### src/rtl/auth_driver_pkg.sv
// Shared types and constants for the USB Type-C authentication message driver.
package auth_driver_pkg;

    localparam int unsigned MSG_LEN_DEFAULT = 64;
    localparam int unsigned PEND_W          = 8;

    // Transaction sequencing states
    typedef enum logic [1:0] {
        ST_IDLE  = 2'd0,
        ST_ACK   = 2'd1,
        ST_SEND  = 2'd2,
        ST_ERASE = 2'd3
    } state_e;

    // Requesting channel identifiers
    typedef enum logic {
        CH_PD    = 1'b0,
        CH_DEBUG = 1'b1
    } chan_e;

endpackage

### src/rtl/usb_typec_auth_driver_if.sv
// Bus bundle between the requesting channels / responder (master) and the driver (slave).
interface usb_typec_auth_driver_if #(
    parameter int unsigned MSG_LEN = auth_driver_pkg::MSG_LEN_DEFAULT
) ();

    localparam int unsigned PW = auth_driver_pkg::PEND_W;

    logic [MSG_LEN-1:0] auth_msg_in;
    logic               PD_msg_ready;
    logic               DEBUG_msg_ready;
    logic [PW-1:0]      pending_auth_request_PD;
    logic [PW-1:0]      pending_auth_request_DEBUG;
    logic               Ack_in;
    logic               PD_out_ready;
    logic               DEBUG_out_ready;
    logic [MSG_LEN-1:0] auth_msg_out;
    logic               auth_msg_ready;
    logic               pending_auth_request_PD_erase;
    logic               pending_auth_request_DEBUG_erase;

    modport master (
        output auth_msg_in, PD_msg_ready, DEBUG_msg_ready,
               pending_auth_request_PD, pending_auth_request_DEBUG,
        input  Ack_in, PD_out_ready, DEBUG_out_ready, auth_msg_out, auth_msg_ready,
               pending_auth_request_PD_erase, pending_auth_request_DEBUG_erase
    );

    modport slave (
        input  auth_msg_in, PD_msg_ready, DEBUG_msg_ready,
               pending_auth_request_PD, pending_auth_request_DEBUG,
        output Ack_in, PD_out_ready, DEBUG_out_ready, auth_msg_out, auth_msg_ready,
               pending_auth_request_PD_erase, pending_auth_request_DEBUG_erase
    );

endinterface

### src/rtl/auth_channel_arbiter.sv
// Picks which eligible channel is served. Fixed PD priority by default;
// round-robin between PD and DEBUG when ROUND_ROBIN_ARB_EN is defined.
module auth_channel_arbiter
    import auth_driver_pkg::*;
(
    input  logic  clk,
    input  logic  reset,
    input  logic  elig_pd,
    input  logic  elig_debug,
    output logic  grant_valid,
    output chan_e grant_ch
);

    assign grant_valid = elig_pd | elig_debug;

`ifdef ROUND_ROBIN_ARB_EN
    chan_e last_q, last_d;

    // Remember the channel granted most recently
    always_comb begin
        last_d = last_q;
        if (grant_valid) begin
            last_d = grant_ch;
        end
    end

    // Pointer register; starts at DEBUG so PD wins the first tie
    always_ff @(posedge clk) begin
        if (reset) begin
            last_q <= CH_DEBUG;
        end else begin
            last_q <= last_d;
        end
    end

    // On a tie the channel not served last wins; a sole requester always wins
    always_comb begin
        grant_ch = CH_PD;
        if (elig_pd && elig_debug) begin
            grant_ch = (last_q == CH_PD) ? CH_DEBUG : CH_PD;
        end else if (elig_debug) begin
            grant_ch = CH_DEBUG;
        end
    end
`else
    logic unused_clk_rst;
    assign unused_clk_rst = clk ^ reset;

    // PD has fixed priority over DEBUG
    always_comb begin
        grant_ch = CH_PD;
        if (!elig_pd && elig_debug) begin
            grant_ch = CH_DEBUG;
        end
    end
`endif

endmodule

### src/rtl/usb_typec_auth_driver.sv
// USB Type-C authentication message driver: captures one message from PD or
// DEBUG, acknowledges it, forwards it and retires the request with an erase
// strobe, at a fixed four cycles per transaction.
// Optional build macro: ROUND_ROBIN_ARB_EN (round-robin tie-break in the arbiter).
module usb_typec_auth_driver
    import auth_driver_pkg::*;
#(
    parameter int unsigned MSG_LEN = MSG_LEN_DEFAULT
) (
    input  logic                  clk,
    input  logic                  reset,
    usb_typec_auth_driver_if.slave bus
);

    state_e             state_q, state_d;
    chan_e              ch_q, ch_d;
    logic [MSG_LEN-1:0] msg_q, msg_d;
    logic [MSG_LEN-1:0] msg_out_q, msg_out_d;
    logic               ready_q, ready_d;
    logic               ack_q, ack_d;
    logic               msg_rdy_q, msg_rdy_d;
    logic               erase_pd_q, erase_pd_d;
    logic               erase_dbg_q, erase_dbg_d;

    logic               accept;
    logic               elig_pd, elig_dbg;
    logic               grant_valid;
    chan_e              grant_ch;

    // Requests are taken only while the ready outputs advertise it
    assign accept   = (state_q == ST_IDLE) && ready_q;
    assign elig_pd  = accept && bus.PD_msg_ready    && (bus.pending_auth_request_PD    != '0);
    assign elig_dbg = accept && bus.DEBUG_msg_ready && (bus.pending_auth_request_DEBUG != '0);

    auth_channel_arbiter u_arb (
        .clk         (clk),
        .reset       (reset),
        .elig_pd     (elig_pd),
        .elig_debug  (elig_dbg),
        .grant_valid (grant_valid),
        .grant_ch    (grant_ch)
    );

    // State register
    always_ff @(posedge clk) begin
        if (reset) begin
            state_q <= ST_IDLE;
        end else begin
            state_q <= state_d;
        end
    end

    // Next-state logic: fixed IDLE -> ACK -> SEND -> ERASE walk once granted
    always_comb begin
        state_d = state_q;
        unique case (state_q)
            ST_IDLE:  if (grant_valid) state_d = ST_ACK;
            ST_ACK:   state_d = ST_SEND;
            ST_SEND:  state_d = ST_ERASE;
            ST_ERASE: state_d = ST_IDLE;
            default:  state_d = ST_IDLE;
        endcase
    end

    // Output/data next values, decoded from the next state so the registers line up with it
    always_comb begin
        ch_d        = ch_q;
        msg_d       = msg_q;
        msg_out_d   = msg_out_q;
        ready_d     = (state_d == ST_IDLE);
        ack_d       = (state_d == ST_ACK);
        msg_rdy_d   = (state_d == ST_SEND);
        erase_pd_d  = (state_d == ST_ERASE) && (ch_q == CH_PD);
        erase_dbg_d = (state_d == ST_ERASE) && (ch_q == CH_DEBUG);
        if (grant_valid) begin
            ch_d  = grant_ch;
            msg_d = bus.auth_msg_in;
        end
        if (state_d == ST_SEND) begin
            msg_out_d = msg_q;
        end
    end

    // Message, channel and output registers; reset clears everything
    always_ff @(posedge clk) begin
        if (reset) begin
            ch_q        <= CH_PD;
            msg_q       <= '0;
            msg_out_q   <= '0;
            ready_q     <= 1'b0;
            ack_q       <= 1'b0;
            msg_rdy_q   <= 1'b0;
            erase_pd_q  <= 1'b0;
            erase_dbg_q <= 1'b0;
        end else begin
            ch_q        <= ch_d;
            msg_q       <= msg_d;
            msg_out_q   <= msg_out_d;
            ready_q     <= ready_d;
            ack_q       <= ack_d;
            msg_rdy_q   <= msg_rdy_d;
            erase_pd_q  <= erase_pd_d;
            erase_dbg_q <= erase_dbg_d;
        end
    end

    assign bus.Ack_in                           = ack_q;
    assign bus.PD_out_ready                     = ready_q;
    assign bus.DEBUG_out_ready                  = ready_q;
    assign bus.auth_msg_out                     = msg_out_q;
    assign bus.auth_msg_ready                   = msg_rdy_q;
    assign bus.pending_auth_request_PD_erase    = erase_pd_q;
    assign bus.pending_auth_request_DEBUG_erase = erase_dbg_q;

endmodule

### src/flat_wrapper.sv
// flat-port wrapper written by rule: the top's interface ports become plain ports
module usb_typec_auth_driver_flat import auth_driver_pkg::*;
#(
    parameter int unsigned MSG_LEN = MSG_LEN_DEFAULT
)
  (clk, reset, bus_auth_msg_in, bus_PD_msg_ready, bus_DEBUG_msg_ready, bus_pending_auth_request_PD, bus_pending_auth_request_DEBUG, bus_Ack_in, bus_PD_out_ready, bus_DEBUG_out_ready, bus_auth_msg_out, bus_auth_msg_ready, bus_pending_auth_request_PD_erase, bus_pending_auth_request_DEBUG_erase);
  usb_typec_auth_driver_if #(.MSG_LEN(MSG_LEN)) bus_i ();
  input  logic clk;
  input  logic reset;
  input wire logic [$bits(bus_i.auth_msg_in)-1:0] bus_auth_msg_in;
  input wire logic [$bits(bus_i.PD_msg_ready)-1:0] bus_PD_msg_ready;
  input wire logic [$bits(bus_i.DEBUG_msg_ready)-1:0] bus_DEBUG_msg_ready;
  input wire logic [$bits(bus_i.pending_auth_request_PD)-1:0] bus_pending_auth_request_PD;
  input wire logic [$bits(bus_i.pending_auth_request_DEBUG)-1:0] bus_pending_auth_request_DEBUG;
  output wire logic [$bits(bus_i.Ack_in)-1:0] bus_Ack_in;
  output wire logic [$bits(bus_i.PD_out_ready)-1:0] bus_PD_out_ready;
  output wire logic [$bits(bus_i.DEBUG_out_ready)-1:0] bus_DEBUG_out_ready;
  output wire logic [$bits(bus_i.auth_msg_out)-1:0] bus_auth_msg_out;
  output wire logic [$bits(bus_i.auth_msg_ready)-1:0] bus_auth_msg_ready;
  output wire logic [$bits(bus_i.pending_auth_request_PD_erase)-1:0] bus_pending_auth_request_PD_erase;
  output wire logic [$bits(bus_i.pending_auth_request_DEBUG_erase)-1:0] bus_pending_auth_request_DEBUG_erase;
  assign bus_i.auth_msg_in = bus_auth_msg_in;
  assign bus_i.PD_msg_ready = bus_PD_msg_ready;
  assign bus_i.DEBUG_msg_ready = bus_DEBUG_msg_ready;
  assign bus_i.pending_auth_request_PD = bus_pending_auth_request_PD;
  assign bus_i.pending_auth_request_DEBUG = bus_pending_auth_request_DEBUG;
  assign bus_Ack_in = bus_i.Ack_in;
  assign bus_PD_out_ready = bus_i.PD_out_ready;
  assign bus_DEBUG_out_ready = bus_i.DEBUG_out_ready;
  assign bus_auth_msg_out = bus_i.auth_msg_out;
  assign bus_auth_msg_ready = bus_i.auth_msg_ready;
  assign bus_pending_auth_request_PD_erase = bus_i.pending_auth_request_PD_erase;
  assign bus_pending_auth_request_DEBUG_erase = bus_i.pending_auth_request_DEBUG_erase;
  usb_typec_auth_driver #(.MSG_LEN(MSG_LEN)) u_core (.clk(clk), .reset(reset), .bus(bus_i));
endmodule
### config.mk
export PLATFORM = sky130hd
export DESIGN_NAME = usb_typec_auth_driver_flat
export DESIGN_NICKNAME = d
export VERILOG_FILES = /design/src/rtl/auth_driver_pkg.sv /design/src/rtl/usb_typec_auth_driver_if.sv /design/src/rtl/auth_channel_arbiter.sv /design/src/rtl/usb_typec_auth_driver.sv /design/src/flat_wrapper.sv
export SDC_FILE = /design/constraint.sdc
export NUM_CORES = 1
export LEC_CHECK = 0
export ABC_AREA = 1
export BUFFER_PORTS_ARGS = -buffer_cell sky130_fd_sc_hd__buf_4
export CAP_MARGIN = 0
export CORE_MARGIN = 5
export CORE_UTILIZATION = 49
export CTS_CLUSTER_SIZE = 10
export DETAILED_ROUTE_END_ITERATION = 8
export PLACE_DENSITY = 0.8
export SYNTH_ARGS = -nofsm -noshare
export SYNTH_HDL_FRONTEND = slang
export SYNTH_SLANG_ARGS = --single-unit
### constraint.sdc
create_clock -name clk -period 3.5 [get_ports clk]
set_input_delay 0.175 -clock clk [delete_from_list [all_inputs] [get_ports clk]]
set_output_delay 0.175 -clock clk [all_outputs]
set_load 0.05 [all_outputs]
# After elaboration in Yosys (flattened, before gate mapping)
# Index checks and enable logic that the tools add are counted.
# word_totals
ff_bits	136
wordCells	33
# op_classes
n_eq_ne	6
n_mux	3
bitwise	2
reduce_logical	13
# op_table
op	count
nonzero test 8 bit	2
== test 2 bit, second input constant	4
logical AND 1 bit	8
case mux 2 bit (4 select lines)	1
== test 2 x 1 -> 1 bit, second input constant	2
logical NOT 2 bit	2
2-to-1 mux 2 bit	1
logical NOT 1 bit	1
2-to-1 mux 1 bit	1
inverter 1 bit	1
OR 1 bit	1

# Logic depth before layout (Yosys ltp)
# Gate-level depths: netlist (run 1).
# logic_depth
ltp_word	9
ltp_mapped	10

# Modules after synthesis
# A second synthesis (run 1) with hierarchy kept.
# hier_totals
cells_unflattened	610
area_unflattened_um2	4911.0
# modules_own_cells
module	n_inst	cells_each	area_per_inst_um2	seq_area_each_um2
usb_typec_auth_driver	1	606	4895.9	2722.6
auth_channel_arbiter	1	4	15.0	0.0

# Worst setup path after synthesis (run 1)
# No wires, ideal clock.
# synth_path
kind	reg2reg
from	reg u_core.ready_q, in the netlist u_core.bus.DEBUG_out_ready
to	reg u_core.msg_q[0]
arrival_ps	1444
required_time_ps	3385
slack_ps	1941
path_stages_with_launch	8
path_buffers	2
synth_period_minus_slack_ps	1559
path_cell_list	dfxtp_1 -> nand2_1 -> nor2_1 -> o21ai_2 -> buf_4 -> buf_2 -> a21oi_1 -> nor2_1
# synth_via
elab_chain_len	4
# synth_lines
element	line_no	rtl
from (decl)	usb_typec_auth_driver.sv:19	logic ready_q, ready_d;
from (signal assigned)	usb_typec_auth_driver.sv:99	ready_q <= ready_d;
logical AND 1 bit *	usb_typec_auth_driver.sv:31	assign accept = (state_q == ST_IDLE) && ready_q;
logical AND 1 bit (on tied branches) (2 in series)	usb_typec_auth_driver.sv:32, usb_typec_auth_driver.sv:33	
OR 1 bit *	auth_channel_arbiter.sv:14	assign grant_valid = elig_pd | elig_debug;
to (signal assigned)	usb_typec_auth_driver.sv:97	msg_q <= msg_d;
to (decl)	usb_typec_auth_driver.sv:17	logic [MSG_LEN-1:0] msg_q, msg_d;
# Every way passes the cells marked *; elsewhere a longest branch is shown, timed or not.
# A chain may end at the register's enable or synchronous reset.

# Worst setup path after layout (run 1)
# layout_path
from	reg u_core.state_q[0]
to	reg u_core.msg_q[52]
# layout_via
elab_chain_len	5
# layout_lines
element	line_no	rtl
from (decl)	usb_typec_auth_driver.sv:15	state_e state_q, state_d;
from (signal assigned)	usb_typec_auth_driver.sv:49	state_q <= state_d;
logical NOT 2 bit *	usb_typec_auth_driver.sv:31	
logical AND 1 bit *	usb_typec_auth_driver.sv:31	
logical AND 1 bit (on tied branches) (2 in series)	usb_typec_auth_driver.sv:32, usb_typec_auth_driver.sv:33	
OR 1 bit *	auth_channel_arbiter.sv:14	
# Marks and branches as above.

==> results of run 1 <==
==> path summary, 6_finish.rpt <==
check                            startpoint                                                   to  depth (start not counted)
min          bus_pending_auth_request_PD[3]                             u_core.ch_q$_SDFFE_PP0P_                          6
min reg2reg        u_core.ch_q$_SDFFE_PP0P_  u_core.bus.pending_auth_request_PD_erase$_SDFF_PP0_                          1
max            u_core.state_q[0]$_SDFF_PP0_                        u_core.msg_q[52]$_SDFFE_PP0P_                          9
max reg2reg    u_core.state_q[0]$_SDFF_PP0_                        u_core.msg_q[52]$_SDFFE_PP0P_                          9
==> routing by layer <==
| metal | share of wire | up-vias | GRT usage |
|---|---|---|---|
| li1 | - | 2584 | - |
| met1 | 0.40 | 2438 | 0.267 |
| met2 | 0.53 | 157 | 0.417 |
| met3 | 0.044 | 32 | 0.0439 |
| met4 | 0.025 | 0 | 0.100 |
| met5 | 0 | - | 0 |
==> registers in the layout, indices dropped and copies added (netlist names) <==
name,cells
u_core.bus.auth_msg_ready,1
u_core.bus.pending_auth_request_DEBUG_erase,1
u_core.bus.DEBUG_out_ready,1
u_core.bus.Ack_in,1
u_core.ch_q,1
u_core.bus.pending_auth_request_PD_erase,1
u_core.state_q,2
u_core.msg_q,64
u_core.bus.auth_msg_out,64
==> worst max-delay path, cell delays in order, from the launching register on <==
cell	delay, ps
sky130_fd_sc_hd__dfxtp_1	400
sky130_fd_sc_hd__inv_1	110
sky130_fd_sc_hd__ha_1	230
sky130_fd_sc_hd__nand2_1	110
sky130_fd_sc_hd__nor2_1	80
sky130_fd_sc_hd__o21ai_4	420
sky130_fd_sc_hd__buf_12	390
sky130_fd_sc_hd__nand3b_1	130
sky130_fd_sc_hd__nand2_1	90
sky130_fd_sc_hd__nor2_1	50
==> power breakdown <==
group | switching [mW] | internal (mW)
combinational | 2.13 | 1.01
sequential | 0.242 | 2.09
clock | 0.665 | 1.05
==> cell usage in the layout, fill, tap and decap left out <==
| master | instances |
|---|---|
| sky130_fd_sc_hd__nor2_1 | 125 |
| sky130_fd_sc_hd__buf_4 | 154 |
| sky130_fd_sc_hd__inv_6 | 1 |
| sky130_fd_sc_hd__ha_1 | 3 |
| sky130_fd_sc_hd__ha_4 | 1 |
| sky130_fd_sc_hd__inv_1 | 50 |
| sky130_fd_sc_hd__clkinvlp_4 | 3 |
| sky130_fd_sc_hd__dfxtp_1 | 136 |
| sky130_fd_sc_hd__clkbuf_8 | 3 |
| sky130_fd_sc_hd__nor3_1 | 2 |
| sky130_fd_sc_hd__buf_12 | 3 |
| sky130_fd_sc_hd__o21ai_4 | 2 |
| sky130_fd_sc_hd__clkinv_2 | 4 |
| sky130_fd_sc_hd__nand3b_1 | 23 |
| sky130_fd_sc_hd__nand3_1 | 42 |
| sky130_fd_sc_hd__clkbuf_16 | 16 |
| sky130_fd_sc_hd__clkinv_4 | 2 |
| sky130_fd_sc_hd__o21ai_0 | 64 |
| sky130_fd_sc_hd__or2_2 | 1 |
| sky130_fd_sc_hd__clkbuf_1 | 1 |
| sky130_fd_sc_hd__dlygate4sd3_1 | 65 |
| sky130_fd_sc_hd__a21oi_1 | 107 |
| sky130_fd_sc_hd__nand2_1 | 72 |
| sky130_fd_sc_hd__bufinv_16 | 2 |
==> cell type report <==
type,instances,area [sq um]
well taps,136,170
clock buffers,20,445
inverters,51,193
repair buffers,222,1870
fillers,741,2760
clock inverters,11,124
flip-flops and latches,136,2720
multi-input cells,442,2090
==> logic make-up after synthesis <==
| logic type | synth area share |
|---|---|
| compound gates | 0.167 |
| fa+ha+maj | 0.00956 |
| buf+inv | 0.0858 |
| flops | 0.520 |
| simple gates | 0.218 |
==> insert_results.sql, run 1 <==
INSERT INTO impl_metrics (metric_group, metric, value, unit) VALUES
('logic_synthesis', 'yosys_register_bits', '136', ''),
('clock_tree', 'post_cts.repair.setup_buffers', '0', ''),
('clock_tree', 'clockBufferDepth', '2', ''),
('floorplan', 'floorplan.rows', '37', ''),
('place', 'numPortBuffers', '153', ''),
('clock_tree', 'cts_root_buf', 'sky130_fd_sc_hd__clkbuf_8', ''),
('floorplan', 'die_width', '113', 'microns'),
('logic_synthesis', 'synth_area_per_cell', '7.64', 'sq um'),
('setup_path', 'worstSetupPathType', 'flip-flop to flip-flop', ''),
('grt', 'grt_first_pass_wirelength', '24200', 'microns'),
('sta', 'timing.final.crit_share', '0.628', ''),
('logic_synthesis', 'netlist.top_cell.by_area', 'sky130_fd_sc_hd__dfxtp_1', ''),
('place', 'hpwlAfterDp', '8390', 'microns'),
('power', 'power', '7.18', 'mW'),
('floorplan', 'placeableCoreArea', '10400', 'sq um'),
('final_layout', 'area_growth_from_synthesis_to_final_layout', '45.4', '%'),
('detailed_routing', 'vias_per_cell', '5.12', ''),
('floorplan', 'starting_utilization_of_the_core_area', '0.505', ''),
('sta', 'totalNegativeSetupSlack', '0', 'ps'),
('floorplan', 'die-area', '12800', 'sq um'),
('sta', 'finalMaxSlewViolations', '0', ''),
('sta', 'holdWs', '421', 'ps'),
('detailed_routing', 'detail_route.first_pass.iterations', '5', ''),
('flow_run', 'drv_cap', '0', ''),
('logic_synthesis', 'postSynthCellCount', '685', ''),
('logic_synthesis', 'postSynth.asyncResetShare', '0', ''),
('sta', 'worst_clock_skew', '8.88', 'ps'),
('setup_path', 'cp-start-kind', 'flip-flop', ''),
('sta', 'worst_slew_margin_rel', '0.187', ''),
('outcome', 'run_status', 'finished, final reports clean', ''),
('final_layout', 'final_net_count', '958', ''),
('clock_tree', 'hold_buffers', '65', ''),
('sta', 'setup_slack', '1300', 'ps'),
('grt', 'number_of_global_route_vias_before_repair', '5100', ''),
('place', 'dp.cells', '922', ''),
('logic_synthesis', 'synth_warnings', '0', ''),
('final_layout', 'fin_util', '0.734', ''),
('logic_synthesis', 'synthesis.area', '5230', 'sq um'),
('power', 'power_density', '944', 'nW/um^2'),
('floorplan', 'floorplan.die.height', '113', 'microns'),
('setup_path', 'crit_path_end_kind', 'flip-flop', ''),
('logic_synthesis', 'most_common_cell_in_the_netlist', 'sky130_fd_sc_hd__dfxtp_1', ''),
('sta', 'worst_slew_pin_slew', '1210', 'ps'),
('sta', 'min_period', '2200', 'ps'),
('clock_tree', 'clock_insertion_delay_worst_skew', '520', 'ps'),
('clock_tree', 'numCtsBuffers', '17', ''),
('logic_synthesis', 'mappedNetlistNets', '773', ''),
('sta', 'setup_violations', '0', ''),
('setup_path', 'timing.critical_path.arrival', '2610', 'ps'),
('final_layout', 'design_area', '7610', 'sq um'),
('grt', 'antenna_violations_before_repair', '0', ''),
('grt', 'maximum_number_of_pins_on_one_net_before_global_route_repair', '88', ''),
('logic_synthesis', 'proportion_of_netlist_area_held_by_the_largest_area_contributor', '0.520', ''),
('setup_path', 'timing.critical_path.required', '3910', 'ps'),
('sta', 'fmax', '455', 'MHz'),
('logic_synthesis', 'post_synth_edffs', '0', ''),
('sta', 'rsz0062_at_grt', 'no', ''),
('final_layout', 'drive_gt1_frac', '0.218', ''),
('detailed_routing', 'routed_wire_length_per_instance', '14.4', 'microns'),
('place', 'gpl.final_weighted_congestion', '0.736', ''),
('grt', 'grt.overflow.total', '0', ''),
('sta', 'hold_violations', '0', ''),
('clock_tree', 'post_cts_resized', '0', ''),
('detailed_routing', 'via_count', '5211', ''),
('final_layout', 'instances_no_fill', '1018', ''),
('detailed_routing', 'route.final.wire_length', '14700', 'microns'),
('power', 'vdd_drop_max', '514', 'uV'),
('power', 'power_leakage', '3.66', 'nW'),
('place', 'area_post_placement', '6390', 'sq um'),
('setup_path', 'timing.reg2reg.setup_slack', '1300', 'ps'),
('detailed_routing', 'route.antenna.remaining_nets', '0', '');
Note: power is estimated with default switching activity, not from simulation.
==> run 2, diff against run 1 <==
==> constraint.sdc (replaced) <==
create_clock -name clk -period 2.1 [get_ports clk]
set_input_delay 0.105 -clock clk [delete_from_list [all_inputs] [get_ports clk]]
set_output_delay 0.105 -clock clk [all_outputs]
set_load 0.05 [all_outputs]
==> run 2 against run 1 <==
Net effect:
- utilization is 0.78 points higher
- largest cell class unchanged
- sequential share of layout area is 0.38 points lower
- register-to-register slack lost 1100 ps
- largest power group unchanged
- critical path type unchanged
- clock skew about the same
- non-clock buffer count is 6 higher
- wire length shrank 0.67%
==> insert_results.sql, run 2 (synthesis results as in run 1) <==
INSERT INTO impl_metrics (metric_group, metric, value, unit) VALUES
('outcome', 'run_status', 'finished, final reports clean', ''),
('sta', 'min_period', '1870', 'ps'),
('sta', 'finalMaxSlewViolations', '0', ''),
('power', 'netSwitchingPower', '5.15', 'mW'),
('setup_path', 'timing.reg2reg.setup_slack', '230', 'ps'),
('detailed_routing', 'via_count', '5219', ''),
('clock_tree', 'hold_buffers', '65', ''),
('power', 'power_density', '1560', 'nW/um^2'),
('floorplan', 'placeableCoreArea', '10400', 'sq um'),
('power', 'power_leakage', '3.71', 'nW'),
('worst_hold_path', 'min-delay-start', 'bus_pending_auth_request_DEBUG[7]', ''),
('clock_tree', 'post_cts_resized', '0', ''),
('sta', 'setup_violations', '0', ''),
('grt', 'number_of_global_route_vias_before_repair', '5043', ''),
('worst_hold_path', 'worst_hold_path.endpoint', 'u_core.msg_q[55]$_SDFFE_PP0P_', ''),
('sta', 'timing.final.crit_share', '0.889', ''),
('floorplan', 'floorplan.die.height', '113', 'microns'),
('setup_path', 'timing.reg2reg.worst_path_depth', '9', ''),
('final_layout', 'final_net_count', '964', ''),
('power', 'internal-power', '6.87', 'mW'),
('setup_path', 'crit_path_max_fanout', '60', ''),
('final_layout', 'final_common_cell', 'sky130_fd_sc_hd__buf_4', ''),
('floorplan', 'floorplan.rows', '37', ''),
('sta', 'hold_violations', '0', ''),
('final_layout', 'design_area', '7690', 'sq um'),
('floorplan', 'starting_utilization_of_the_core_area', '0.505', ''),
('detailed_routing', 'post-route-drc-count', '0', ''),
('clock_tree', 'cts_root_buf', 'sky130_fd_sc_hd__clkbuf_8', ''),
('setup_path', 'crit_path_end_kind', 'flip-flop', ''),
('sta', 'worst_clock_skew', '8.41', 'ps'),
('floorplan', 'die_width', '113', 'microns'),
('clock_tree', 'clockBufferDepth', '2', ''),
('setup_path', 'timing.critical_path.required', '2500', 'ps'),
('power', 'vdd_drop_max', '824', 'uV'),
('detailed_routing', 'routed_wire_length_per_instance', '14.2', 'microns'),
('clock_tree', 'cts.sink_count', '136', ''),
('place', 'gpl.final_weighted_congestion', '0.755', ''),
('flow_run', 'drv_cap', '0', ''),
('sta', 'holdWs', '229', 'ps'),
('clock_tree', 'post_cts.repair.setup_buffers', '0', ''),
('clock_tree', 'htree_num_levels', '4', ''),
('final_layout', 'antennaDiodeCount', '0', ''),
('place', 'dp.cells', '928', ''),
('clock_tree', 'tritoncts_clock_tree', 'yes', ''),
('clock_tree', 'clock_insertion_delay_worst_skew', '520', 'ps'),
('final_layout', 'instances_no_fill', '1025', ''),
('detailed_routing', 'route.final.wire_length', '14600', 'microns'),
('final_layout', 'final_cell_mix', 'sky130_fd_sc_hd__buf_4, sky130_fd_sc_hd__dfxtp_1, sky130_fd_sc_hd__nor2_1', ''),
('grt', 'antenna_violations_before_repair', '0', ''),
('final_layout', 'area_growth_from_synthesis_to_final_layout', '47.0', '%'),
('final_layout', 'drive_gt1_frac', '0.225', ''),
('sta', 'rsz0062_at_grt', 'no', ''),
('place', 'numPortBuffers', '153', ''),
('power', 'combinational_power_share', '0.442', ''),
('grt', 'grt_first_pass_wirelength', '23600', 'microns'),
('grt', 'grt.total_usage', '0.226', ''),
('floorplan', 'floorplan.io_pins', '154', ''),
('power', 'p_seq_frac', '0.324', ''),
('power', 'sw_frac_of_total', '0.429', ''),
('sta', 'worst_slew_pin_slew', '614', 'ps'),
('detailed_routing', 'initialDrtViolationCount', '504', ''),
('setup_path', 'regToRegStartpoint', 'u_core.state_q[0]$_SDFF_PP0_', ''),
('setup_path', 'regToRegEndpoint', 'u_core.msg_q[9]$_SDFFE_PP0P_', ''),
('place', 'hpwlAfterDp', '8760', 'microns'),
('detailed_routing', 'route.antenna.remaining_nets', '0', ''),
('sta', 'fmax', '535', 'MHz'),
('setup_path', 'cp-start-kind', 'flip-flop', ''),
('detailed_routing', 'vias_per_cell', '5.09', ''),
('clock_tree', 'numCtsBuffers', '17', ''),
('floorplan', 'die-area', '12800', 'sq um'),
('power', 'power.clock.fraction', '0.235', ''),
('grt', 'maximum_number_of_pins_on_one_net_before_global_route_repair', '75', ''),
('setup_path', 'worstSetupPathType', 'flip-flop to flip-flop', ''),
('final_layout', 'fillerInstances', '751', ''),
('setup_path', 'timing.critical_path.arrival', '2270', 'ps'),
('worst_hold_path', 'hold_path.class', 'input port to flip-flop', ''),
('clock_tree', 'clk_transition_reported_paths', '60', 'ps'),
('detailed_routing', 'detail_route.first_pass.iterations', '5', ''),
('place', 'area_post_placement', '6470', 'sq um'),
('worst_hold_path', 'hold_path_depth', '6', ''),
('grt', 'grt.overflow.total', '0', ''),
('sta', 'worst_slew_margin_rel', '0.589', ''),
('sta', 'totalNegativeSetupSlack', '0', 'ps');
run 2: changes by cell type in the layout (fill, tap and decap cells not counted), sizes merged:
cell and change:
clkbuf -2, inv +5, bufinv -1, clkinv +1, clkinvlp -2, buf +6
run 2: worst max-delay path by stage:
stage	startpoint	to	slack [ps]	depth (start not counted)
final	u_core.state_q[0]$_SDFF_PP0_	u_core.msg_q[9]$_SDFFE_PP0P_	230	9
after global routing	u_core.state_q[0]$_SDFF_PP0_	u_core.msg_q[28]$_SDFFE_PP0P_	90	9
after CTS	u_core.state_q[0]$_SDFF_PP0_	u_core.msg_q[9]$_SDFFE_PP0P_	250	9
after detailed placement	u_core.state_q[0]$_SDFF_PP0_	u_core.state_q[0]$_SDFF_PP0_	290	9
after global placement	u_core.state_q[0]$_SDFF_PP0_	u_core.msg_q[31]$_SDFFE_PP0P_	400	9
after floorplan	u_core.bus.DEBUG_out_ready$_SDFF_PP0_	u_core.msg_q[0]$_SDFFE_PP0P_	540	7
run 2: worst max-delay path, stage by stage, from the launching register on:
cell and delay (ps):
sky130_fd_sc_hd__dfxtp_1 410, sky130_fd_sc_hd__inv_1 110, sky130_fd_sc_hd__ha_1 240, sky130_fd_sc_hd__nand2_1 90, sky130_fd_sc_hd__nor2_1 70, sky130_fd_sc_hd__o21ai_4 230, sky130_fd_sc_hd__buf_12 310, sky130_fd_sc_hd__nand3_1 130
sky130_fd_sc_hd__nand2_1 80, sky130_fd_sc_hd__nor2_1 50
run 2: power groups by stage:
| stage | Combinational (mW) | Sequential (mW) | Clock, mW |
|---|---|---|---|
| detailed placement | 5.16 | 3.92 | 0 |
| floorplan | 2.23 | 5.38 | 0 |
| finish | 5.31 | 3.89 | 2.83 |
| CTS | 5.31 | 3.88 | 2.86 |
| global placement | 5.03 | 3.88 | 0 |
| global route | 5.79 | 3.97 | 2.99 |
run 2: routing by layer:
layer / global-route usage / wire length [microns] / vias to the layer above
met1: 0.259 / 5670 / 2403
met5: 0 / 0 / -
met2: 0.400 / 7730 / 158
met3: 0.0460 / 662 / 43
li1: - / - / 2615
met4: 0.105 / 495 / 0
run 2: layout make-up:
type                            instances  area (sq um)  area share
Timing Repair Buffer                  228          1950       0.253
Clock buffer                           18           428      0.0556
Inverter                               51           193      0.0250
Multi-Input combinational cell        442          2090       0.272
Tap cell                              136           170      0.0221
Sequential cell                       136          2720       0.354
Clock inverter                         14           140      0.0182
run 2: through the flow:
stage	total power, mW	utilization	worst slack, ps
after floorplan	7.61	-	541
after global placement	8.91	0.624	402
after detailed placement	9.08	0.624	290
after CTS	12.0	0.742	254
after global routing	12.7	0.742	86.1
final	12.0	0.742	233
==> run 3, diff against run 2 <==
--- a/config.mk
+++ b/config.mk
@@ -9,10 +9,10 @@
 export BUFFER_PORTS_ARGS = -buffer_cell sky130_fd_sc_hd__buf_4
 export CAP_MARGIN = 0
 export CORE_MARGIN = 5
-export CORE_UTILIZATION = 49
+export CORE_UTILIZATION = 46
 export CTS_CLUSTER_SIZE = 10
 export DETAILED_ROUTE_END_ITERATION = 8
-export PLACE_DENSITY = 0.8
+export PLACE_DENSITY = 0.79
 export SYNTH_ARGS = -nofsm -noshare
 export SYNTH_HDL_FRONTEND = slang
 export SYNTH_SLANG_ARGS = --single-unit
==> constraint.sdc (replaced) <==
create_clock -name clk -period 1.69 [get_ports clk]
set_input_delay 0.0845 -clock clk [delete_from_list [all_inputs] [get_ports clk]]
set_output_delay 0.0845 -clock clk [all_outputs]
set_load 0.05 [all_outputs]
==> run 3 against run 2 <==
Net effect:
- critical endpoint is now u_core.msg_q[6]$_SDFFE_PP0P_
- wire length grew 14%
- clock skew decreased by 2.5 ps
- sequential power rose by 24%
- largest power group unchanged
- worst hold slack improved by 45 ps
- total power is 32% higher
- critical path depth unchanged
==> insert_results.sql, run 3 (synthesis results as in run 1) <==
INSERT INTO impl_metrics (metric_group, metric, value, unit) VALUES
('detailed_routing', 'routed_wire_length_per_instance', '15.6', 'microns'),
('grt', 'maximum_number_of_pins_on_one_net_before_global_route_repair', '51', ''),
('setup_path', 'timing.critical_path.slowest_cell_delay', '320', 'ps'),
('final_layout', 'fillerInstances', '794', ''),
('sta', 'setup_slack', '8.55', 'ps'),
('sta', 'setup_violations', '0', ''),
('sta', 'fmax', '595', 'MHz'),
('flow_run', 'drv_cap', '0', ''),
('floorplan', 'floorplan.io_pins', '154', ''),
('outcome', 'run_status', 'finished, final reports clean', ''),
('final_layout', 'antennaDiodeCount', '0', ''),
('final_layout', 'final_cell_mix', 'sky130_fd_sc_hd__buf_4, sky130_fd_sc_hd__dfxtp_1, sky130_fd_sc_hd__nor2_1', ''),
('sta', 'holdWs', '274', 'ps'),
('setup_path', 'critPathSlowestCell', 'sky130_fd_sc_hd__dfxtp_1', ''),
('grt', 'number_of_global_route_vias_before_repair', '4921', ''),
('final_layout', 'fin_util', '0.737', ''),
('sta', 'finalMaxSlewViolations', '0', ''),
('sta', 'min_period', '1680', 'ps'),
('power', 'power', '15.9', 'mW'),
('clock_tree', 'cts_root_buf', 'sky130_fd_sc_hd__clkbuf_16', ''),
('detailed_routing', 'route.antenna.remaining_nets', '0', ''),
('floorplan', 'placeableCoreArea', '11300', 'sq um'),
('grt', 'grt.total_usage', '0.213', ''),
('clock_tree', 'clock_insertion_delay_worst_skew', '410', 'ps'),
('final_layout', 'final_net_count', '997', ''),
('floorplan', 'starting_utilization_of_the_core_area', '0.464', ''),
('place', 'dp.cells', '943', ''),
('sta', 'worst_slew_pin_slew', '528', 'ps'),
('detailed_routing', 'vias_per_cell', '5.16', ''),
('floorplan', 'die-area', '13600', 'sq um'),
('place', 'numPortBuffers', '153', ''),
('sta', 'worst_clock_skew', '5.93', 'ps'),
('sta', 'hold_violations', '0', ''),
('setup_path', 'crit_path_end_kind', 'flip-flop', ''),
('clock_tree', 'clockBufferDepth', '2', ''),
('setup_path', 'timing.critical_path.mode_cell', 'sky130_fd_sc_hd__buf_6', ''),
('grt', 'grt_first_pass_wirelength', '23100', 'microns'),
('power', 'power_density', '1910', 'nW/um^2'),
('worst_hold_path', 'hold_path.class', 'input port to flip-flop', ''),
('grt', 'use_met2', '0.373', ''),
('detailed_routing', 'detail_route.first_pass.iterations', '5', ''),
('setup_path', 'cp-start-kind', 'flip-flop', ''),
('detailed_routing', 'initialDrtViolationCount', '472', ''),
('final_layout', 'instances_no_fill', '1064', ''),
('final_layout', 'drive_gt1_frac', '0.276', ''),
('setup_path', 'crit_path_max_fanout', '5', ''),
('floorplan', 'floorplan.die.height', '117', 'microns'),
('detailed_routing', 'post-route-drc-count', '0', ''),
('setup_path', 'timing.critical_path.required', '1980', 'ps'),
('sta', 'timing.final.crit_share', '0.995', ''),
('place', 'hpwlAfterDp', '8510', 'microns'),
('grt', 'use_met3', '0.0497', ''),
('grt', 'use_met1', '0.253', ''),
('clock_tree', 'cts.sink_count', '136', ''),
('detailed_routing', 'via_count', '5486', ''),
('grt', 'antenna_violations_before_repair', '0', ''),
('floorplan', 'die_width', '117', 'microns'),
('final_layout', 'area_growth_from_synthesis_to_final_layout', '58.8', '%'),
('final_layout', 'final_common_cell', 'sky130_fd_sc_hd__buf_4', ''),
('power', 'vdd_drop_max', '1290', 'uV'),
('grt', 'grt.overflow.total', '0', ''),
('setup_path', 'worstSetupPathType', 'flip-flop to flip-flop', ''),
('detailed_routing', 'route.final.wire_length', '16600', 'microns'),
('clock_tree', 'numCtsBuffers', '17', ''),
('setup_path', 'crit_chain', 'inv_2 -> ha_2 -> nand2_4 -> nor2_4 -> buf_6 -> o21ai_4 -> buf_6 -> a21oi_1 -> nor2_1', ''),
('setup_path', 'timing.critical_path.arrival', '1970', 'ps'),
('clock_tree', 'clk_transition_reported_paths', '60', 'ps'),
('sta', 'worst_slew_margin_rel', '0.647', ''),
('place', 'place_worst_setup_slack', '51.5', 'ps'),
('grt', 'grt-busiest-layer', 'met2', ''),
('floorplan', 'floorplan.rows', '39', ''),
('power', 'power_leakage', '3.95', 'nW'),
('clock_tree', 'htree_num_levels', '4', ''),
('place', 'gpl.final_weighted_congestion', '0.745', ''),
('clock_tree', 'tritoncts_clock_tree', 'yes', '');
[run 3: area by class of cell]
type,instances,area (sq um),area share
repair buffers,256,2400,0.289
well taps,143,179,0.0215
clock inverters,12,129,0.0155
multi-input cells,447,2240,0.269
flip-flops and latches,136,2720,0.328
clock buffers,19,443,0.0533
inverters,51,193,0.0232
[run 3: layer usage]
metal  wire length (microns)  part of all wire  vias to the layer above
met5                       0                 0                        -
met4                     354             0.021                        0
li1                        -                 -                     2683
met3                     941             0.057                       33
met1                    6540              0.39                     2547
met2                    8750              0.53                      223
[run 3: path summary, 6_finish.rpt]
kind                                      from                                             endpoint  slack (ps)  cells after the start
max               u_core.state_q[0]$_SDFF_PP0_                         u_core.msg_q[6]$_SDFFE_PP0P_           9                      9
min          bus_pending_auth_request_DEBUG[7]                u_core.bus.DEBUG_out_ready$_SDFF_PP0_         270                      6
max reg2reg       u_core.state_q[0]$_SDFF_PP0_                         u_core.msg_q[6]$_SDFFE_PP0P_           9                      9
min reg2reg           u_core.ch_q$_SDFFE_PP0P_  u_core.bus.pending_auth_request_PD_erase$_SDFF_PP0_         430                      1
[run 3: timing repair]
| item | in CTS | in global routing |
|---|---|---|
| endpoints found under the hold margin | 69 | 0 |
| setup endpoints to repair | 0 | 54 |
| buffers inserted | 0 | 7 |
| hold buffers | 65 | 0 |
| gates resized for setup | 0 | 35 |
[run 3: per-stage QoR]
| step | setup TNS (ps) | area, sq um |
|---|---|---|
| final | 0 | 8310 |
| after CTS | 0 | 7830 |
| after detailed placement | 0 | 6610 |
| after global routing | -273 | 8310 |
| after floorplan | 0 | 5230 |
| after global placement | 0 | 6610 |
[run 3: power breakdown]
group	internal (mW)	switching, mW
Combinational	2.70	4.73
Clock	2.20	1.40
Sequential	4.33	0.495
[run 3: critical path, delay by kind of cell (launching register included)]
family          cells  cell delay, ps
buf+inv             3             390
flops               1             320
simple gates        3             340
compound gates      2             310
fa+ha+maj           1             210
